--- src/rtl/wb_arb_pkg.sv ---
// rtl/wb_arb_pkg.sv - shared types and constants for the two-master Wishbone arbiter
package wb_arb_pkg;
    localparam int CNT_W = 16;

    typedef enum logic [1:0] {IDLE, GNT0, GNT1, ABORT} arb_state_t;
endpackage

--- src/rtl/wb_watchdog.sv ---
// rtl/wb_watchdog.sv - wait counter that flags when a strobed transfer reaches its limit
module wb_watchdog
    import wb_arb_pkg::*;
#(
    parameter int unsigned LIMIT = 256
) (
    input  logic clk,
    input  logic rst,
    input  logic en,
    input  logic clr,
    output logic expire
);
    localparam logic [CNT_W-1:0] LAST = CNT_W'(LIMIT - 1);

    logic [CNT_W-1:0] cnt_q, cnt_d;

    // Clear dominates so an ack in the expiring cycle restarts the count.
    always_comb begin
        cnt_d = cnt_q;
        if (clr) begin
            cnt_d = '0;
        end else if (en) begin
            cnt_d = cnt_q + 1'b1;
        end
    end

    always_ff @(posedge clk) begin
        if (rst) begin
            cnt_q <= '0;
        end else begin
            cnt_q <= cnt_d;
        end
    end

    assign expire = (cnt_q == LAST);
endmodule

--- src/rtl/wb_arb2.sv ---
// rtl/wb_arb2.sv - round-robin two-master Wishbone classic arbiter with bus watchdog
module wb_arb2
    import wb_arb_pkg::*;
#(
    parameter int          AW      = 32,
    parameter int          DW      = 32,
    parameter int          SW      = DW / 8,
    parameter int unsigned TIMEOUT = 256
) (
    input  logic          wb_clk_i,
    input  logic          wb_rst_i,
    input  logic          m0_cyc_i,
    input  logic          m0_stb_i,
    input  logic          m0_we_i,
    input  logic [AW-1:0] m0_adr_i,
    input  logic [SW-1:0] m0_sel_i,
    input  logic [DW-1:0] m0_dat_i,
    output logic [DW-1:0] m0_dat_o,
    output logic          m0_ack_o,
    output logic          m0_err_o,
    input  logic          m1_cyc_i,
    input  logic          m1_stb_i,
    input  logic          m1_we_i,
    input  logic [AW-1:0] m1_adr_i,
    input  logic [SW-1:0] m1_sel_i,
    input  logic [DW-1:0] m1_dat_i,
    output logic [DW-1:0] m1_dat_o,
    output logic          m1_ack_o,
    output logic          m1_err_o,
    output logic          s_cyc_o,
    output logic          s_stb_o,
    output logic          s_we_o,
    output logic [AW-1:0] s_adr_o,
    output logic [SW-1:0] s_sel_o,
    output logic [DW-1:0] s_dat_o,
    input  logic [DW-1:0] s_dat_i,
    input  logic          s_ack_i,
    output logic [1:0]    gnt_o
);
    arb_state_t state_q, state_d;
    logic       last_q, last_d;
    logic       in_gnt, own_cyc, own_stb, wd_expire, timeout;

    // last_q doubles as the owner index while granted or aborting.
    assign in_gnt  = (state_q == GNT0) || (state_q == GNT1);
    assign own_cyc = last_q ? m1_cyc_i : m0_cyc_i;
    assign own_stb = last_q ? m1_stb_i : m0_stb_i;
    assign timeout = in_gnt && own_stb && !s_ack_i && wd_expire;
    assign gnt_o   = (state_q == IDLE) ? 2'b00 : (last_q ? 2'b10 : 2'b01);

    wb_watchdog #(.LIMIT(TIMEOUT)) u_watchdog (
        .clk    (wb_clk_i),
        .rst    (wb_rst_i),
        .en     (s_cyc_o && s_stb_o && !s_ack_i),
        .clr    (!s_stb_o || s_ack_i || !in_gnt),
        .expire (wd_expire)
    );

    always_comb begin
        s_cyc_o  = 1'b0;
        s_stb_o  = 1'b0;
        s_we_o   = 1'b0;
        s_adr_o  = '0;
        s_sel_o  = '0;
        s_dat_o  = '0;
        m0_ack_o = 1'b0;
        m0_err_o = 1'b0;
        m0_dat_o = '0;
        m1_ack_o = 1'b0;
        m1_err_o = 1'b0;
        m1_dat_o = '0;
        if (in_gnt && !last_q) begin
            s_cyc_o  = m0_cyc_i;
            s_stb_o  = m0_stb_i;
            s_we_o   = m0_we_i;
            s_adr_o  = m0_adr_i;
            s_sel_o  = m0_sel_i;
            s_dat_o  = m0_dat_i;
            m0_ack_o = s_ack_i;
            m0_err_o = timeout;
            m0_dat_o = s_dat_i;
        end else if (in_gnt) begin
            s_cyc_o  = m1_cyc_i;
            s_stb_o  = m1_stb_i;
            s_we_o   = m1_we_i;
            s_adr_o  = m1_adr_i;
            s_sel_o  = m1_sel_i;
            s_dat_o  = m1_dat_i;
            m1_ack_o = s_ack_i;
            m1_err_o = timeout;
            m1_dat_o = s_dat_i;
        end
    end

    always_comb begin
        state_d = state_q;
        last_d  = last_q;
        case (state_q)
            IDLE: begin
                if (m0_cyc_i && (!m1_cyc_i || last_q)) begin
                    state_d = GNT0;
                    last_d  = 1'b0;
                end else if (m1_cyc_i) begin
                    state_d = GNT1;
                    last_d  = 1'b1;
                end
            end
            GNT0, GNT1: begin
                // Release wins over timeout: err still pulses, ABORT is skipped.
                if (!own_cyc) begin
                    state_d = IDLE;
                end else if (timeout) begin
                    state_d = ABORT;
                end
            end
            ABORT: begin
                if (!own_cyc) begin
                    state_d = IDLE;
                end
            end
            default: state_d = IDLE;
        endcase
    end

    always_ff @(posedge wb_clk_i) begin
        if (wb_rst_i) begin
            state_q <= IDLE;
            last_q  <= 1'b1;
        end else begin
            state_q <= state_d;
            last_q  <= last_d;
        end
    end
endmodule

--- config.mk ---
export PLATFORM = sky130hd
export DESIGN_NAME = wb_arb2
export DESIGN_NICKNAME = d
export VERILOG_FILES = /design/src/rtl/wb_arb_pkg.sv /design/src/rtl/wb_watchdog.sv /design/src/rtl/wb_arb2.sv
export SDC_FILE = /design/constraint.sdc
export NUM_CORES = 1
export LEC_CHECK = 0
export CORE_AREA = 10 10 116 118
export CTS_CLUSTER_SIZE = 10
export DETAILED_ROUTE_END_ITERATION = 6
export DIE_AREA = 0 0 126 128
export PLACE_DENSITY = 0.82
export SLEW_MARGIN = 40
export SYNTH_ARGS = -nofsm -noshare
export SYNTH_HDL_FRONTEND = slang
export SYNTH_SLANG_ARGS = --single-unit
export TNS_END_PERCENT = 50
--- constraint.sdc ---
create_clock -name wb_clk_i -period 5.45 [get_ports wb_clk_i]
set_input_delay 1.09 -clock wb_clk_i [delete_from_list [all_inputs] [get_ports wb_clk_i]]
set_output_delay 1.09 -clock wb_clk_i [all_outputs]
set_load 0.1 [all_outputs]
==> results.cfg, run 1 <==
[detailed_routing]
drt-total-wl_um = 16500
firstDrtPassIters = 4
drtAntennaViolNets = 0
wire_per_inst_um = 20.3
route.detailed.drc = 0
drt_first_iter_violations = 199
drt-vias-per-instance = 4.75
vias = 3860

[critical_path]
crit_family = buffers and inverters
max_stage_delay_ns = 0.53
cp-start-kind = flop
cp_data_required_time_ns = 4.36
cp_common_cell = buf_4
slowest_stage = ha_2
worstPathCellList = inv_1 > ha_2 > buf_4 > nor2b_2 > buf_4 > and2_1 > buf_4
arrival_ns = 2.92
worstSetupPathType = reg2out
critPathCaptureType = output pin
path_buf_inv = 4
critPathMaxFanout = 67

[grt]
antenna_found_initial = 0
grt_pass1_wl_um = 24500
grt-ovfl-total = 0
grt.busiest_layer = met2
grt_use_met1 = 0.213
grt_util_met2 = 0.349
met3_usage = 0.0546
grt_usage = 0.188
grt_pass1_vias = 3800
grt_max_degree = 68

[yosys]
syn-cell-area_sq_um = 2860
synth_warnings = 0
syn-num-nets = 556
ys_seq_elements = 19
synth.avg_cell_area_sq_um = 7.60
synth_cells = 376
ys.flop_type = dfxtp_1
async_flop_share = 0
synth.distinct_cells = 46
synth_enable_flop_cells = 0
yosysSeqAreaShare = 0.133

[timing]
period_share = 0.736
setup_tns_ns = 0
worst_pin_slew_ns = 0.747
slew_headroom = 0.502
final_max_slew_viol_count = 0
hold_viol = 0
finalCriticalPeriod_ns = 4.01
grt_setup_unrepaired = false
fmax_mhz = 249
fin_skew_ns = 0.00151
worst_slack_ns = 1.44
setup_viol = 0

[job]
maxCapViolations = 0

[status]
status = finished clean

[placed_design]
port-buffer-count = 317
dp_cells = 808
hpwl_um = 14000
globalplace.congestion = 0.960
post-place-ws_ns = 1.59

[clocking]
cts_tree = built
numClockSinks = 19
cts_setup_buffers = 0
clk_latency_ns = 0.25
htreeDepth = 1
root_buffer = clkbuf_16
cts_buffer_depth = 2
cts_hold_buf = 0
ctsResizeCount = 0
path_clk_slew_ns = 0.05
numCtsBuffers = 3

[die]
fp.dieArea_sq_um = 16100
die_x_um = 126
ios = 318
start_util = 0.255
core_area_sq_um = 11200
rows = 39
die_h_um = 128

[cells_and_area]
antenna_cells = 0
multi_input_area_sq_um = 2310
n_fill_cell = 1042
finalNetCount = 850
stdcell_count = 812
area_delta_synth_final_pct = 96.5
area.sequential_sq_um = 384
layout-drive-gt1-share = 0.238

[hold_path]
worstHoldPathType = reg2reg
-- worst register-to-register path: stages (launching register included) --
cell and delay, ns:
dfxtp_4 0.83, mux2i_1 0.36, or3_1 0.65, a311oi_1 0.35, a31o_1 0.14
-- cells by family after synthesis --
kind of cell	after synthesis	share of synthesized area
AND/OR/NAND/NOR	205	0.445
multiplexers	76	0.267
buffers and inverters	40	0.0604
AO/OA/AOI/OAI	30	0.0718
flip-flops	19	0.133
XOR/XNOR	3	0.00920
adder cells (fa/ha/maj)	3	0.0131
-- metrics by stage --
stage           util  cell area (sq um)  hold slack [ns]
4_1_cts        0.500               5610            0.478
5_1_grt        0.500               5610            0.507
3_5_place_dp   0.493               5530            0.468
2_1_floorplan      -               2860            0.441
3_3_place_gp   0.535               6000            0.456
6_report       0.500               5610            0.471
-- synthesized netlist by cell type (4+ instances only) --
master    count  share of area
and4_1        4          0.012
nand2_1      12          0.016
inv_1         7         0.0092
clkbuf_1     22          0.029
nand2b_1      6          0.013
nor2_1       11          0.014
mux2i_1      75           0.26
and2_1       33          0.072
o21ai_0       5         0.0088
nand3_1       5         0.0088
nor2b_1      73           0.16
or3_1         6          0.013
a21oi_1       9          0.016
nand4_1       7          0.015
dfxtp_1      19           0.13
buf_2         9          0.016
and3_1       36          0.079
-- worst paths after layout --
| kind | depth (start not counted) | end | startpoint | slack, ns |
|---|---|---|---|---|
| hold reg to reg | 2 | u_watchdog.cnt_q[15] | u_watchdog.cnt_q[15] | 0.47 |
| setup / recovery | 7 | m0_dat_o[24] | state_q[1] | 1.44 |
| hold / removal | 2 | u_watchdog.cnt_q[15] | u_watchdog.cnt_q[15] | 0.47 |
| setup reg to reg | 4 | u_watchdog.cnt_q[12] | last_q | 3.07 |
-- placed cells by master (no fill, tap or decap), types with 2 or more instances in the layout --
master and instances:
and3_1 36, nor2_1 11, ha_1 2, a21oi_1 9
or3_1 6, nand3b_1 2, mux2i_1 75, nand4_1 7
nor2b_1 72, clkdlybuf4s50_1 176, or4_1 3, o21ai_0 5
nand3_1 5, clkbuf_16 3, nand2_1 12, nand2b_1 6
and4_1 4, and2_1 33, dfxtp_1 18, xor2_1 3
buf_4 51, buf_2 94, o21bai_1 2, inv_1 7
-- cell type report --
cell class                      count  share of cell area
Clock inverter                      1            0.000892
Timing Repair Buffer              322               0.469
Multi-Input combinational cell    317               0.411
Clock buffer                        3              0.0134
Inverter                            7             0.00468
Tap cell                          143              0.0319
Sequential cell                    19              0.0684
-- metal layers --
| layer | vias to the layer above | wire [um] |
|---|---|---|
| li1 | 1900 | - |
| met1 | 1766 | 6350 |
| met2 | 186 | 8570 |
| met3 | 8 | 1400 |
| met4 | 0 | 123 |
| met5 | - | 0 |
-- state kept, by name, summed over array words and instances, names as in the netlist --
register and flops:
last_q 1, state_q 2, u_watchdog.cnt_q 16
Power of run 1 is left out: the tool's default activity adds up to more than one toggle a clock period on the data nets, which glitch-free logic cannot reach.
==> run 2: changes to the inputs <==
--- a/config.mk
+++ b/config.mk
@@ -5,11 +5,11 @@
 export SDC_FILE = /design/constraint.sdc
 export NUM_CORES = 1
 export LEC_CHECK = 0
-export CORE_AREA = 10 10 116 118
+export CORE_AREA = 10 10 114 116
 export CTS_CLUSTER_SIZE = 10
 export DETAILED_ROUTE_END_ITERATION = 6
-export DIE_AREA = 0 0 126 128
-export PLACE_DENSITY = 0.82
+export DIE_AREA = 0 0 124 126
+export PLACE_DENSITY = 0.84
 export SLEW_MARGIN = 40
 export SYNTH_ARGS = -nofsm -noshare
 export SYNTH_HDL_FRONTEND = slang
==> constraint.sdc (replaced) <==
create_clock -name wb_clk_i -period 4.1 [get_ports wb_clk_i]
set_input_delay 0.82 -clock wb_clk_i [delete_from_list [all_inputs] [get_ports wb_clk_i]]
set_output_delay 0.82 -clock wb_clk_i [all_outputs]
set_load 0.1 [all_outputs]
==> run 2 against run 1 <==
Hold slack better by 0.011 ns. Cell count is 0.49% lower. Die area is 3.1% lower. Global-route usage is 1.9 points higher. Sequential cell count stayed put. Worst setup slack worse by 0.71 ns. Sequential share of layout area is 0.67 points lower. Highest routed layer unchanged. Cell area is 11% higher.
==> results.cfg, run 2 (synthesis results as in run 1) <==
[clocking]
numCtsBuffers = 3
clk_latency_ns = 0.25
ctsResizeCount = 0
cts_setup_buffers = 0
cts_hold_buf = 0
numClockSinks = 19
root_buffer = clkbuf_8
cts_tree = built
htreeDepth = 1
cts_buffer_depth = 2
path_clk_slew_ns = 0.07

[critical_path]
slowest_stage = buf_4
critPathCaptureType = output pin
cp_data_required_time_ns = 3.28
r2r_end = u_watchdog.cnt_q[14]
r2r_cells = 7
cp-start-kind = flop
cp_common_cell = buf_4
crit_family = buffers and inverters
max_stage_delay_ns = 0.61
r2r_setup_slack_ns = 1.46
worstSetupPathType = reg2out
worstPathCellList = inv_1 > ha_2 > buf_4 > buf_4 > nand2_1 > inv_1 > buf_4
timing.rr.start = state_q[0]
critPathMaxFanout = 85
arrival_ns = 2.55
path_buf_inv = 5

[cells_and_area]
largest_reg_flops = 16
stdcell_count = 808
area_delta_synth_final_pct = 118
finalNetCount = 848
layout_common_cells = 176 x clkdlybuf4s50_1, 108 x buf_4, 75 x mux2i_1, 72 x nor2b_1, 36 x and3_1
reg.largest.list = u_watchdog.cnt_q x16, state_q x2, last_q x1
regMostFlops = u_watchdog.cnt_q
layout-drive-gt1-share = 0.234
final_common_cell = clkdlybuf4s50_1

[detailed_routing]
wire_per_inst_um = 21.9
drt_first_iter_violations = 123
vias = 3918
firstDrtPassIters = 4
drt-total-wl_um = 17700
drt-vias-per-instance = 4.85
route.detailed.drc = 0
drtAntennaViolNets = 0

[hold_path]
holdPathStages = 2
worstHoldEndpoint = u_watchdog.cnt_q[13]
hp-start = u_watchdog.cnt_q[13]
worstHoldPathType = reg2reg

[timing]
setup_viol = 0
setup_tns_ns = 0
final_max_slew_viol_count = 0
worst_pin_slew_ns = 0.694
finalCriticalPeriod_ns = 3.37
period_share = 0.822
fmax_mhz = 297
worst_slack_ns = 0.729
grt_setup_unrepaired = false
slew_headroom = 0.537
fin_skew_ns = 0.00225
hold_viol = 0
timing.hold.ws_ns = 0.483

[placed_design]
post-place-ws_ns = 0.780
globalplace.congestion = 0.925
hpwl_um = 15100
dp_cells = 803
port-buffer-count = 317

[die]
die_x_um = 124
core_area_sq_um = 10700
die_h_um = 126
ios = 318
start_util = 0.267
fp.dieArea_sq_um = 15600
rows = 38

[grt]
grt-ovfl-total = 0
grt_usage = 0.206
antenna_found_initial = 1
grt_pass1_wl_um = 25300
grt_max_degree = 86
grt_pass1_vias = 3872

[job]
maxCapViolations = 0

[status]
status = finished clean
-- run 2: tightest hold or removal path, delay by kind of cell (launching register included) --
kind	cells	cell delay (ns)
simple gates	1	0.06
mux	1	0.05
flops	1	0.33
-- run 2: how the worst max path moves through the flow --
stage / depth (start not counted) / to / startpoint / slack [ns]
floorplan: 4 / m1_err_o / s_ack_i / 0.59
global route: 7 / s_cyc_o / state_q[0] / 0.51
detailed placement: 6 / m1_err_o / s_ack_i / 0.78
global placement: 6 / m1_err_o / m1_stb_i / 0.89
finish: 7 / s_cyc_o / state_q[0] / 0.73
CTS: 7 / s_cyc_o / state_q[0] / 0.72
-- run 2: area by class of cell --
cell class                      instances  area [sq um]
Fill cell                             931          4470
Timing Repair Buffer                  320          3280
Multi-Input combinational cell        317          2310
Sequential cell                        19           384
Tap cell                              140           175
Clock buffer                            4          45.0
Inverter                                7          26.3
Antenna cell                            1          2.50
-- run 2: layer usage --
metal  global-route usage  vias up  wire length (um)  share of wire
li1                     -     1902                 -              -
met2                0.370      173              8930           0.50
met3               0.0836       19              1980           0.11
met4               0.0359        0               309          0.017
met5                    0        -                 0              0
met1                0.224     1824              6520           0.37
-- run 2: per-stage QoR --
stage / instance area [sq um] / util
floorplan: 2860 / -
global placement: 6180 / 0.577
detailed placement: 6180 / 0.577
CTS: 6220 / 0.582
global route: 6220 / 0.582
finish: 6220 / 0.582
Power of run 2 is left out for the same reason.
==> run 3: changes to the inputs <==
==> constraint.sdc (replaced) <==
create_clock -name wb_clk_i -period 3.4 [get_ports wb_clk_i]
set_input_delay 0.68 -clock wb_clk_i [delete_from_list [all_inputs] [get_ports wb_clk_i]]
set_output_delay 0.68 -clock wb_clk_i [all_outputs]
set_load 0.1 [all_outputs]
==> run 3 against run 2 <==
First-iteration DRC count rose by 54%. Critical path depth down 1. Sequential cell count unchanged. Non-clock buffer count decreased by 1. Hold slack got worse by 0.0073 ns. Register-to-register slack worse by 0.43 ns. Count of clock-buffer cells in the layout is 1 lower. Die area unchanged. Utilization rose by 4.7 points. Via count is 0.38% lower. Highest routed layer unchanged.
==> results.cfg, run 3 (synthesis results as in run 1) <==
[placed_design]
dp_cells = 802
globalplace.congestion = 0.945
port-buffer-count = 317
hpwl_um = 15400

[grt]
grt-ovfl-total = 0
grt_usage = 0.215
grt_pass1_wl_um = 26500
grt_max_degree = 116
antenna_found_initial = 1
grt_pass1_vias = 3959

[detailed_routing]
vias = 3903
drt-met1-wl_um = 6780
wl_met3_um = 1830
routed.top_layer = met4
drt-vias-per-instance = 4.84
drt_first_iter_violations = 190
route.detailed.drc = 0
dr_wl_met2_um = 9250
drt-total-wl_um = 18100
wire_per_inst_um = 22.5
drtAntennaViolNets = 0
firstDrtPassIters = 4

[clocking]
cts_setup_buffers = 0
cts_tree = built
numClockSinks = 19
clk_latency_ns = 0.26
ctsResizeCount = 0
cts_hold_buf = 0
numCtsBuffers = 3
htreeDepth = 1
cts_buffer_depth = 2
root_buffer = clkbuf_8
path_clk_slew_ns = 0.07

[cells_and_area]
largest_reg_flops = 16
finalNetCount = 847
stdcell_count = 807
n_fill_cell = 862
regMostFlops = u_watchdog.cnt_q
reg.largest.list = u_watchdog.cnt_q x16, state_q x2, last_q x1
final_common_cell = clkdlybuf4s50_1
layout-drive-gt1-share = 0.234
area.sequential_sq_um = 384
layout_common_cells = 176 x clkdlybuf4s50_1, 75 x mux2i_1, 75 x buf_12, 72 x nor2b_1, 67 x buf_4
multi_input_area_sq_um = 2310
fin_util = 0.629
area_delta_synth_final_pct = 135

[critical_path]
max_stage_delay_ns = 0.51
critPathCaptureType = output pin
worstPathCellList = clkdlybuf4s50_1 > mux2i_1 > nor4_1 > nand2_1 > nor2_1 > buf_12
cp-start-kind = input port
critPathMaxFanout = 6
cp_data_required_time_ns = 2.72
slowest_stage = nor4_1
arrival_ns = 2.35
crit_family = simple AND/OR/NAND/NOR gates
worstSetupPathType = in2out
path_buf_inv = 2

[timing]
timing.hold.ws_ns = 0.475
grt_setup_unrepaired = false
final_max_slew_viol_count = 0
fmax_mhz = 330
fin_skew_ns = 0.00395
setup_viol = 0
hold_viol = 0
worst_pin_slew_ns = 0.671
finalCriticalPeriod_ns = 3.03
period_share = 0.891
slew_headroom = 0.553
setup_tns_ns = 0

[die]
fp.dieArea_sq_um = 15600
ios = 318
core_area_sq_um = 10700
die_x_um = 124
start_util = 0.267
die_h_um = 126
rows = 38

[job]
maxCapViolations = 0

[hold_path]
worstHoldPathType = reg2reg

[status]
status = finished clean
## run 3: cell type report
type                            count  area share
Clock buffer                        3     0.00614
Timing Repair Buffer              319       0.562
Inverter                            7     0.00391
Multi-Input combinational cell    317       0.344
Tap cell                          140      0.0260
Antenna cell                        1    0.000372
Sequential cell                    19      0.0571
Clock inverter                      1    0.000744
## run 3: final timing paths
check | start | end | slack [ns] | cells after the start
worst max-delay path | m1_stb_i | m1_err_o | 0.37 | 6
worst min register to register | u_watchdog.cnt_q[15] | u_watchdog.cnt_q[15] | 0.48 | 2
worst min-delay path | u_watchdog.cnt_q[15] | u_watchdog.cnt_q[15] | 0.48 | 2
worst max register to register | state_q[1] | u_watchdog.cnt_q[6] | 1.03 | 6
## run 3: worst min-delay path: stages, from the launching register on
cell and delay, ns:
dfxtp_1 0.32, nand2_1 0.06, mux2i_1 0.06
## run 3: stage by stage
| stage | setup slack [ns] | cell area, sq um |
|---|---|---|
| CTS | 0.302 | 6720 |
| finish | 0.371 | 6730 |
| detailed placement | 0.351 | 6670 |
| floorplan | 0.0491 | 2860 |
| global placement | 0.480 | 6670 |
| global route | 0.201 | 6720 |
## run 3: per-layer routing
layer,track usage,vias up
li1,-,1897
met1,0.242,1833
met2,0.385,159
met3,0.0737,14
met4,0.0346,0
met5,0,-
Power of run 3 is left out for the same reason.
